### src/rtl/in_unit.sv
// in_unit: signed decimal keypad entry unit.
// Collects up to three decimal digits plus a sign, then on ENTER checks the
// magnitude against the 8-bit two's complement range and either publishes the
// result on VALUE (with a VALUE_VALID pulse) or pulses ERR.
//
// Ports:
//   CLK          system clock, rising edge
//   RST          synchronous active-high reset
//   DIGIT        decimal digit, sampled while DIGIT_VALID=1
//   DIGIT_VALID  one-cycle strobe: a digit was entered
//   NEG_TOGGLE   one-cycle strobe: invert pending sign
//   ENTER        one-cycle strobe: commit pending entry
//   CLEAR        one-cycle strobe: discard pending entry
//   VALUE        last accepted result, two's complement
//   VALUE_VALID  one-cycle pulse: VALUE just updated
//   ERR          one-cycle pulse: entry out of range, rejected
//   HUNDREDS/TENS/ONES  BCD echo of pending digits
//   NEG          pending sign echo, 1 = negative
module in_unit (
    input  logic       CLK,
    input  logic       RST,
    input  logic [3:0] DIGIT,
    input  logic       DIGIT_VALID,
    input  logic       NEG_TOGGLE,
    input  logic       ENTER,
    input  logic       CLEAR,
    output logic [7:0] VALUE,
    output logic       VALUE_VALID,
    output logic       ERR,
    output logic [3:0] HUNDREDS,
    output logic [3:0] TENS,
    output logic [3:0] ONES,
    output logic       NEG
);

    typedef enum logic [1:0] {
        IDLE  = 2'd0,
        ENTRY = 2'd1,
        CHECK = 2'd2
    } state_t;

    state_t     state;
    logic [9:0] acc;
    logic [1:0] count;

    // Range check and negation are purely combinational on the held entry;
    // they are only consumed while in CHECK.
    logic       in_range;
    logic [7:0] result;

    always_comb begin
        in_range = NEG ? (acc <= 10'd128) : (acc <= 10'd127);
        // For acc=128 the low byte is 0x80 and its negation is 0x80 again;
        // for acc=0 the negation is 0x00.
        result   = NEG ? (~acc[7:0] + 8'd1) : acc[7:0];
    end

    always_ff @(posedge CLK) begin
        if (RST) begin
            state       <= IDLE;
            acc         <= '0;
            count       <= '0;
            VALUE       <= '0;
            VALUE_VALID <= 1'b0;
            ERR         <= 1'b0;
            HUNDREDS    <= '0;
            TENS        <= '0;
            ONES        <= '0;
            NEG         <= 1'b0;
        end else begin
            VALUE_VALID <= 1'b0;
            ERR         <= 1'b0;
            case (state)
                IDLE, ENTRY: begin
                    if (CLEAR) begin
                        state    <= IDLE;
                        acc      <= '0;
                        count    <= '0;
                        HUNDREDS <= '0;
                        TENS     <= '0;
                        ONES     <= '0;
                        NEG      <= 1'b0;
                    end else if (ENTER) begin
                        state <= CHECK;
                    end else if (NEG_TOGGLE) begin
                        NEG <= ~NEG;
                    end else if (DIGIT_VALID && (DIGIT <= 4'd9) && (count < 2'd3)) begin
                        HUNDREDS <= TENS;
                        TENS     <= ONES;
                        ONES     <= DIGIT;
                        // acc*10 + DIGIT, kept at 10 bits (max 999)
                        acc      <= (acc << 3) + (acc << 1) + {6'd0, DIGIT};
                        count    <= count + 2'd1;
                        state    <= ENTRY;
                    end
                end
                CHECK: begin
                    if (in_range) begin
                        VALUE       <= result;
                        VALUE_VALID <= 1'b1;
                    end else begin
                        ERR <= 1'b1;
                    end
                    state    <= IDLE;
                    acc      <= '0;
                    count    <= '0;
                    HUNDREDS <= '0;
                    TENS     <= '0;
                    ONES     <= '0;
                    NEG      <= 1'b0;
                end
                default: state <= IDLE;
            endcase
        end
    end

endmodule

### config.mk
export PLATFORM = sky130hd
export DESIGN_NAME = in_unit
export DESIGN_NICKNAME = d
export VERILOG_FILES = /design/src/rtl/in_unit.sv
export SDC_FILE = /design/constraint.sdc
export NUM_CORES = 1
export LEC_CHECK = 0
export ABC_CLOCK_PERIOD_IN_PS = 2600
export BUFFER_PORTS_ARGS = -buffer_cell sky130_fd_sc_hd__clkbuf_2
export CAP_MARGIN = 5
export CORE_MARGIN = 3
export CORE_UTILIZATION = 49
export DETAILED_ROUTE_END_ITERATION = 10
export PLACE_DENSITY = 0.75
export SLEW_MARGIN = 40
export SYNTH_ARGS = -nofsm -noshare
export SYNTH_HDL_FRONTEND = slang
export SYNTH_SLANG_ARGS = --single-unit
### constraint.sdc
create_clock -name CLK -period 2.6 [get_ports CLK]
set_clock_uncertainty 0.2 [all_clocks]
set_input_delay 0.52 -clock CLK [delete_from_list [all_inputs] [get_ports CLK]]
set_output_delay 0.52 -clock CLK [all_outputs]
set_load 0.01 [all_outputs]
==> results of run 1 <==
==> worst register-to-register path: stages, from the launching register on <==
cell and delay, ns:
dfxtp_1 0.33, inv_1 0.08, fa_1 0.51, inv_1 0.07
fa_2 0.40, buf_4 0.15, a21o_1 0.17, a21oi_1 0.16
xnor2_1 0.09, a22oi_1 0.13, nor2_1 0.05
==> flip-flops by register name, indices dropped and copies added, names as in the netlist <==
register,cells
TENS,4
ERR,1
state,2
NEG,1
count,2
VALUE_VALID,1
VALUE,8
acc,9
HUNDREDS,4
ONES,4
==> area by class of cell <==
class                      count  area (um2)  area share (%)
clock buffer                   6       72.57           3.215
clock inverter                 2       35.03           1.552
inverter                       7       26.28           1.164
multi-input combinational    150        1095           48.50
sequential                    36       720.7           31.93
tap                           46       57.56           2.550
timing repair buffer          44       250.2           11.09
==> Yosys cell counts (2+ instances only) <==
library cell / count / area [um2]
a211oi_1: 5 / 37.54
nand3_1: 2 / 10.01
a211oi_2: 3 / 37.54
nor3b_1: 2 / 15.01
nand2b_1: 2 / 12.51
a32oi_1: 3 / 26.28
a21o_1: 2 / 15.01
inv_1: 7 / 26.28
mux2i_1: 3 / 30.03
a22oi_1: 19 / 142.6
a31oi_1: 2 / 12.51
ha_1: 16 / 200.2
nor3_1: 3 / 15.01
xnor2_1: 5 / 43.79
a21oi_1: 7 / 35.03
buf_2: 4 / 20.02
nand2_1: 10 / 37.54
xor2_1: 7 / 61.31
fa_1: 2 / 40.04
o21ai_0: 6 / 30.03
nor2_1: 32 / 120.1
clkbuf_1: 5 / 18.77
o31ai_1: 3 / 22.52
nor2_2: 3 / 18.77
dfxtp_1: 36 / 720.7
nor2b_1: 2 / 12.51
==> final timing paths <==
path,slack (ns),endpoint,startpoint
max,0.14,acc[6],ONES[0]
min reg2reg,0.26,VALUE[0],VALUE[0]
min,0.24,state[0],ENTER
max reg2reg,0.14,acc[6],ONES[0]
==> report_power, final <==
part           leakage, uW  switching (uW)  internal (uW)  total, uW
sequential        0.000291            5.55            559        565
clock            0.0000552             200            284        484
combinational     0.000682            53.4           35.2       88.6
==> layer usage <==
layer,global-route usage [%],vias to the layer above
met3,3.777,12
met5,0,-
met4,11.41,0
met1,23.46,755
met2,33.45,40
li1,-,812
==> cells by family (layout without fill, tap and decap cells) <==
logic type               Yosys count  in the layout  share of synthesized area, %
AND/OR/NAND/NOR                   65             65                         16.57
adder cells (fa/ha/maj)           18             18                         12.67
XOR/XNOR                          12             12                         5.545
multiplexers                       3              3                         1.584
flip-flops                        36             36                         38.02
AO/OA/AOI/OAI                     52             52                         20.73
buffers and inverters             18             59                         4.885
==> per-stage QoR <==
step                      utilization [%]  worst slack [ns]  std cells  hold WS, ns
after floorplan                         -           0.01411        204       0.2601
after global placement              61.05           -0.1211        283       0.2453
after detailed placement            61.05           -0.1673        283       0.2503
after CTS                           64.11            0.1213        291       0.2341
after global routing                64.11           0.02043        291       0.2461
final                               64.11            0.1446        291       0.2378
==> impl_metrics.csv, run 1 <==
group,metric,value,unit
placed_design,io_buffers,32,
worst_setup_path,slowest_delay,0.51,ns
synth,synth_cell_types,39,
detailed_routing,wl_met2,1893,um
floorplan,coreArea,3521,um2
clocking,cts_num_sinks,36,
detailed_routing,wl,4070,um
pwr,power_leakage,0.001028,uW
floorplan,ios,33,
worst_setup_path,critPathBufInv,3,
timing,maxSlewHeadroom,74.14,%
outcome,outcome,"completed",
cells_and_area,fin_nets,272,
clocking,htree_levels,2,
worst_setup_path,slowest_stage,"fa_1",
floorplan,start_util,53.84,%
clocking,clkTransAtPathRegs,0.07,ns
pwr,p_total,1137,uW
synth,syn-cell-area,1896,um2
floorplan,die-area,4651,um2
timing,finalSetupTns,0,ns
detailed_routing,first_pass_iters,4,
cells_and_area,final_area,2257,um2
synth,synthArstFlopShare,0,%
worst_setup_path,cp_top_family,"adder cells",
timing,finalSetupViolations,0,
clocking,worstSkewPairLatency,0.29,ns
clocking,post_cts_buffers,0,
global_route,grt_overflow,0,
worst_setup_path,crit_arrival,2.43,ns
timing,fmax,407.3,MHz
hold_path,min_path_type,"in -> reg",
worst_setup_path,critical_path_required,2.58,ns
clocking,cts-root-buf,"clkbuf_8",
detailed_routing,drt_iter0_markers,116,
synth,ys.flop_type,"dfxtp_1",
hold_path,whs_path_depth,2,
detailed_routing,wl_per_cell,13.99,um
global_route,grt.total_usage,19.88,%
cells_and_area,synthToLayoutAreaGrowth,19.08,%
cells_and_area,drive_gt1_share,26.12,%
placed_design,dpl_cell_area,2150,um2
placed_design,hpwl,2924,um
detailed_routing,top_layer_used,"met4",
synth,ys_seq_elements,36,
detailed_routing,via_per_inst,5.564,
global_route,grt_max_degree,23,
clocking,clockBufferDepth,2,
worst_setup_path,worstSetupPathType,"reg -> reg",
clocking,cts_tree,"yes",
floorplan,die_w,68.20,um
timing,finalHoldViolations,0,
floorplan,row_count,21,
global_route,grt_pass1_wl,6755,um
detailed_routing,ant_nets,0,
placed_design,place.gp.congestion,0.7813,
timing,rsz0062_at_grt,"no",
worst_setup_path,crit_top_cell,"inv_1",
timing,fin_crit_sh,94.44,%
worst_setup_path,path_cells,"inv_1, fa_1, inv_1, fa_2, buf_4, a21o_1, a21oi_1, xnor2_1, a22oi_1, nor2_1",
global_route,antenna_found_initial,0,
clocking,cts_resized,0,
synth,syn-num-nets,232,
cells_and_area,num_antenna_cells,0,
timing,min_period,2.455,ns
synth,yosysWarnings,0,
synth,synth_edf_count,0,
cells_and_area,fillers,338,
cells_and_area,final_cell_mix,"36 x dfxtp_1, 32 x nor2_1, 32 x clkbuf_2",
detailed_routing,num_vias,1619,
synth,postSynthCellCount,204,
worst_setup_path,worst_r2r_path_depth,10,
flow_run,drv_cap,0,
synth,avgSynthCellArea,9.292,um2
timing,worst_slew_pin_slew,0.3873,ns
pwr,power_density,503.9,nW/um2
worst_setup_path,worstPathMaxFanout,2,
global_route,grt_pass1_vias,1507,
floorplan,die_h,68.20,um
cells_and_area,layout_commonest_cell,"dfxtp_1",
detailed_routing,m1WireLength,1882,um
pwr,ir_drop,0.2796,mV
clocking,cts_made_buffers,5,
worst_setup_path,start_kind,"flop",
detailed_routing,dr_wl_met3,171,um
worst_setup_path,cp.depth,10,
clocking,cts_hold_buffers,0,
synth,seq_area_frac_synth,38.02,%
timing,finalMaxSlewViolations,0,
worst_setup_path,critPathCaptureType,"flop",
detailed_routing,drc,0,
(Power assumes the default switching activity.)
==> run 2, diff against run 1 <==
Settings changed: CORE_ASPECT_RATIO set to 0.8.
==> impl_metrics.csv, run 2 (synthesis results as in run 1) <==
group,metric,value,unit
clocking,cts-root-buf,"clkbuf_8",
detailed_routing,top_layer_used,"met4",
placed_design,dp_slack,-0.1686,ns
detailed_routing,drc,0,
clocking,htree_levels,2,
cells_and_area,largest_reg_flops,9,
placed_design,io_buffers,32,
global_route,grt.total_usage,18.55,%
cells_and_area,fin_nets,271,
timing,finalSetupTns,0,ns
global_route,grt_max_degree,24,
cells_and_area,num_antenna_cells,0,
floorplan,ios,33,
floorplan,coreArea,3566,um2
cells_and_area,layout_commonest_cell,"dfxtp_1",
hold_path,min_path_type,"in -> reg",
timing,min_period,2.458,ns
worst_setup_path,critPathBufInv,3,
timing,maxSlewHeadroom,73.41,%
timing,fin_crit_sh,94.54,%
clocking,worstSkewPairLatency,0.29,ns
clocking,clockBufferDepth,2,
cells_and_area,final_cell_mix,"36 x dfxtp_1, 32 x nor2_1, 32 x clkbuf_2",
cells_and_area,top_register,"acc",
worst_setup_path,start_kind,"flop",
pwr,p_total,1139,uW
detailed_routing,wl_per_cell,13.55,um
timing,fmax,406.8,MHz
placed_design,place_inst,278,
worst_setup_path,cp_top_family,"adder cells",
worst_setup_path,critical_path_required,2.56,ns
hold_path,holdPathEnd,"state[0]",
cells_and_area,reg_top3,"acc x9, VALUE x8",
placed_design,place.gp.congestion,0.8036,
detailed_routing,first_pass_iters,4,
worst_setup_path,crit_arrival,2.42,ns
pwr,power_density,504.4,nW/um2
detailed_routing,ant_nets,0,
detailed_routing,via_per_inst,5.385,
worst_setup_path,reg2reg_setup_slack,0.14,ns
cells_and_area,fillers,318,
floorplan,die-area,4656,um2
detailed_routing,wl_met2,1592,um
clocking,cts_tree,"yes",
timing,worst_slew_pin_slew,0.3989,ns
worst_setup_path,critPathCaptureType,"flop",
hold_path,min_from,"ENTER",
clocking,cts_hold_buffers,0,
placed_design,hpwl,2862,um
worst_setup_path,path_cells,"inv_1, fa_1, inv_1, fa_2, buf_4, a21o_1, a21oi_2, xnor2_1, a22oi_1, nor2_1",
global_route,grt_overflow,0,
detailed_routing,wl,3876,um
worst_setup_path,slowest_stage,"fa_1",
detailed_routing,m1WireLength,2041,um
outcome,outcome,"completed",
global_route,grt_pass1_wl,6403,um
detailed_routing,dr_wl_met3,192,um
floorplan,row_count,19,
detailed_routing,num_vias,1540,
worst_setup_path,worstReg2RegStart,"ONES[0]",
flow_run,drv_cap,0,
floorplan,start_util,53.16,%
cells_and_area,synthToLayoutAreaGrowth,19.08,%
pwr,power_leakage,0.001023,uW
timing,finalSetupViolations,0,
worst_setup_path,crit_top_cell,"inv_1",
timing,finalHoldViolations,0,
clocking,cts_resized,0,
cells_and_area,fin_cells,286,
pwr,ir_drop,0.4500,mV
timing,rsz0062_at_grt,"yes",
cells_and_area,drive_gt1_share,27.05,%
detailed_routing,drt_iter0_markers,65,
clocking,post_cts_buffers,0,
clocking,cts_num_sinks,36,
hold_path,whs_path_depth,2,
worst_setup_path,worst_r2r_path_depth,10,
timing,finalMaxSlewViolations,0,
clocking,clkTransAtPathRegs,0.07,ns
floorplan,die_h,61.63,um
clocking,cts_made_buffers,5,
global_route,antenna_found_initial,0,
worst_setup_path,worstSetupPathType,"reg -> reg",
worst_setup_path,worstPathMaxFanout,2,
cells_and_area,final_util,63.30,%
worst_setup_path,slowest_delay,0.50,ns
timing,setup_slack,0.1420,ns
floorplan,die_w,75.54,um
global_route,grt_pass1_vias,1336,
worst_setup_path,r2r_end,"acc[6]",
-- run 2: cell count changes in the layout (fill, tap and decap cells not counted) --
cell | before | now
a211oi_1 | 5 | 4
a211oi_2 | 3 | 4
buf_4 | 12 | 11
a21oi_2 | 0 | 1
clkbuf_1 | 1 | 0
a21oi_1 | 7 | 6
clkinvlp_4 | 0 | 1
-- run 2: worst max path at each step --
stage	from	to	slack, ns	cells after the start
2_1_floorplan	DIGIT[3]	acc[8]	0.01	9
3_3_place_gp	DIGIT[3]	acc[8]	-0.13	10
3_5_place_dp	DIGIT[3]	acc[8]	-0.17	10
4_1_cts	ONES[0]	acc[8]	0.10	9
5_1_grt	ONES[0]	acc[6]	-0.02	10
6_report	ONES[0]	acc[6]	0.14	10
-- run 2: worst register-to-register path: cells and delay by family (launching register included) --
family,cells,cell delay (ns)
and+or+nand+nor,1,0.06
buffers and inverters,3,0.30
AOI/OAI and AO/OA,3,0.46
adders and majority gates,2,0.91
xor gates and xnor gates,1,0.07
DFF,1,0.33
-- run 2: through the flow --
stage / hold slack, ns / instance area, um2
global route: 0.2273 / 2257
finish: 0.2311 / 2257
floorplan: 0.2601 / 1898
global placement: 0.2460 / 2137
detailed placement: 0.2501 / 2137
CTS: 0.2252 / 2248
-- run 2: layer usage --
metal	GRT usage [%]	up-vias
li1	-	805
met1	26.41	691
met2	26.57	37
met3	5.873	7
met4	5.985	0
met5	0	-
-- run 2: area by class of cell --
| cell class | instances | area, um2 | area share, % |
|---|---|---|---|
| sequential | 36 | 720.7 | 31.93 |
| clock buffer | 5 | 68.82 | 3.049 |
| multi-input combinational | 150 | 1104 | 48.89 |
| tap | 42 | 52.55 | 2.328 |
| inverter | 7 | 26.28 | 1.164 |
| timing repair buffer | 43 | 242.7 | 10.75 |
| clock inverter | 3 | 42.54 | 1.885 |
-- run 2: power breakdown --
group	internal [uW]	total [uW]	leakage [uW]	switching (uW)
Sequential	559	565	0.000291	5.60
Clock	284	488	0.0000541	204
Combinational	34.2	86.4	0.000678	52.2
Total	877	1140	0.00102	262
==> run 3, diff against run 2 <==
Settings changed: CTS_BUF_LIST set to sky130_fd_sc_hd__clkbuf_16.
==> impl_metrics.csv, run 3 (synthesis results as in run 1) <==
group,metric,value,unit
clocking,cts_hold_buffers,0,
detailed_routing,wl_per_cell,13.78,um
global_route,grt.total_usage,19.27,%
cells_and_area,synthToLayoutAreaGrowth,21.78,%
global_route,grt_overflow,0,
global_route,grt_max_degree,24,
cells_and_area,num_antenna_cells,0,
detailed_routing,num_vias,1523,
floorplan,die-area,4656,um2
floorplan,die_h,61.63,um
clocking,clockBufferDepth,2,
worst_setup_path,start_kind,"primary input",
placed_design,place.gp.congestion,0.8036,
floorplan,ios,33,
worst_setup_path,crit_arrival,2.41,ns
worst_setup_path,reg2reg_setup_slack,0.15,ns
cells_and_area,reg_top3,"acc x9, VALUE x8",
cells_and_area,drive_gt1_share,27.05,%
placed_design,place_inst,278,
cells_and_area,layout_commonest_cell,"dfxtp_1",
flow_run,drv_cap,0,
pwr,power_leakage,0.001049,uW
timing,worst_slew_pin_slew,0.4026,ns
worst_setup_path,critPathCaptureType,"flop",
global_route,grt_pass1_wl,6548,um
detailed_routing,first_pass_iters,4,
timing,min_period,2.465,ns
pwr,p_total,1324,uW
worst_setup_path,worstReg2RegStart,"ONES[0]",
detailed_routing,wl,3942,um
pwr,ir_drop,0.4915,mV
cells_and_area,fin_nets,271,
timing,finalSetupTns,0,ns
global_route,grt_pass1_vias,1363,
pwr,power_density,573.4,nW/um2
worst_setup_path,r2r_end,"acc[6]",
timing,rsz0062_at_grt,"no",
cells_and_area,top_register,"acc",
clocking,clkTransAtPathRegs,0.05,ns
floorplan,coreArea,3566,um2
hold_path,min_path_type,"in -> reg",
clocking,htree_levels,2,
timing,fmax,405.7,MHz
timing,finalSetupViolations,0,
worst_setup_path,crit_path_end,"acc[6]",
cells_and_area,fin_cells,286,
clocking,cts_made_buffers,5,
global_route,antenna_found_initial,0,
timing,finalMaxSlewViolations,0,
detailed_routing,ant_nets,0,
detailed_routing,drt_iter0_markers,90,
floorplan,die_w,75.54,um
detailed_routing,via_per_inst,5.325,
worst_setup_path,worstPathMaxFanout,2,
clocking,worstSkewPairLatency,0.28,ns
cells_and_area,final_cell_mix,"36 x dfxtp_1, 32 x nor2_1, 32 x clkbuf_2",
clocking,cts-root-buf,"clkbuf_16",
floorplan,row_count,19,
worst_setup_path,worst_r2r_path_depth,10,
cells_and_area,largest_reg_flops,9,
floorplan,start_util,53.16,%
placed_design,io_buffers,32,
timing,finalHoldViolations,0,
worst_setup_path,cp-startpoint,"DIGIT[3]",
clocking,cts_tree,"yes",
worst_setup_path,worstSetupPathType,"in -> reg",
timing,fin_hold_ws,0.2439,ns
clocking,post_cts_buffers,0,
clocking,cts_num_sinks,36,
worst_setup_path,critical_path_required,2.55,ns
timing,fin_crit_sh,94.81,%
detailed_routing,drc,0,
placed_design,hpwl,2862,um
outcome,outcome,"completed",
timing,maxSlewHeadroom,73.16,%
==> run 3: cell count changes in the layout (fill, tap and decap cells not counted) <==
| cell | previous run | this run |
|---|---|---|
| inv_1 | 7 | 6 |
| a211oi_2 | 4 | 3 |
| a211oi_1 | 4 | 5 |
| clkbuf_16 | 0 | 5 |
| inv_2 | 0 | 1 |
| clkbuf_8 | 5 | 0 |
==> run 3: timing repair <==
action / 4_1_cts / 5_1_grt
gates resized for setup: 0 / 3
setup endpoints to repair: 0 / 2
endpoints found under the hold margin: 0 / 0
==> run 3: layout make-up <==
type / count / area [um2]
inverter: 7 / 26.28
timing repair buffer: 43 / 242.7
fill: 313 / 1257
multi-input combinational: 150 / 1099
sequential: 36 / 720.7
clock inverter: 3 / 42.54
tap: 42 / 52.55
clock buffer: 5 / 125.1
==> run 3: where the power goes <==
part / internal (uW) / switching [uW] / total [uW]
registers: 560 / 5.66 / 565
logic: 34.1 / 52.2 / 86.4
clock network: 450 / 222 / 672
==> run 3: worst min path at each step <==
stage / startpoint / to / slack, ns / cells past startpoint
floorplan: acc[9] / acc[9] / 0.26 / 2
global placement: VALUE[0] / VALUE[0] / 0.25 / 2
detailed placement: VALUE[0] / VALUE[0] / 0.25 / 2
CTS: ENTER / state[0] / 0.24 / 2
global route: ENTER / state[0] / 0.25 / 2
finish: ENTER / state[0] / 0.24 / 2
==> run 3: layer usage <==
layer	vias to the layer above	global-route usage (%)	share of wire (%)
li1	807	-	-
met1	676	27.03	51
met2	33	26.94	42
met3	7	6.362	5.1
met4	0	8.229	1.4
met5	-	0	0
==> run 3: through the flow <==
step | setup WS [ns] | utilization [%] | area, um2
final | 0.1349 | 64.74 | 2308
after global routing | 0.003183 | 64.74 | 2308
after floorplan | 0.01411 | - | 1898
after detailed placement | -0.1686 | 59.93 | 2137
after global placement | -0.1346 | 59.93 | 2137
after CTS | 0.1082 | 64.63 | 2305
==> run 3: worst max-delay path: stages <==
cell and delay, ns:
clkbuf_2 0.09, inv_1 0.05, fa_1 0.52, inv_1 0.07, fa_2 0.40, buf_4 0.15, a21o_1 0.18, a21oi_2 0.15
xnor2_1 0.07, a22oi_1 0.14, nor2_1 0.07
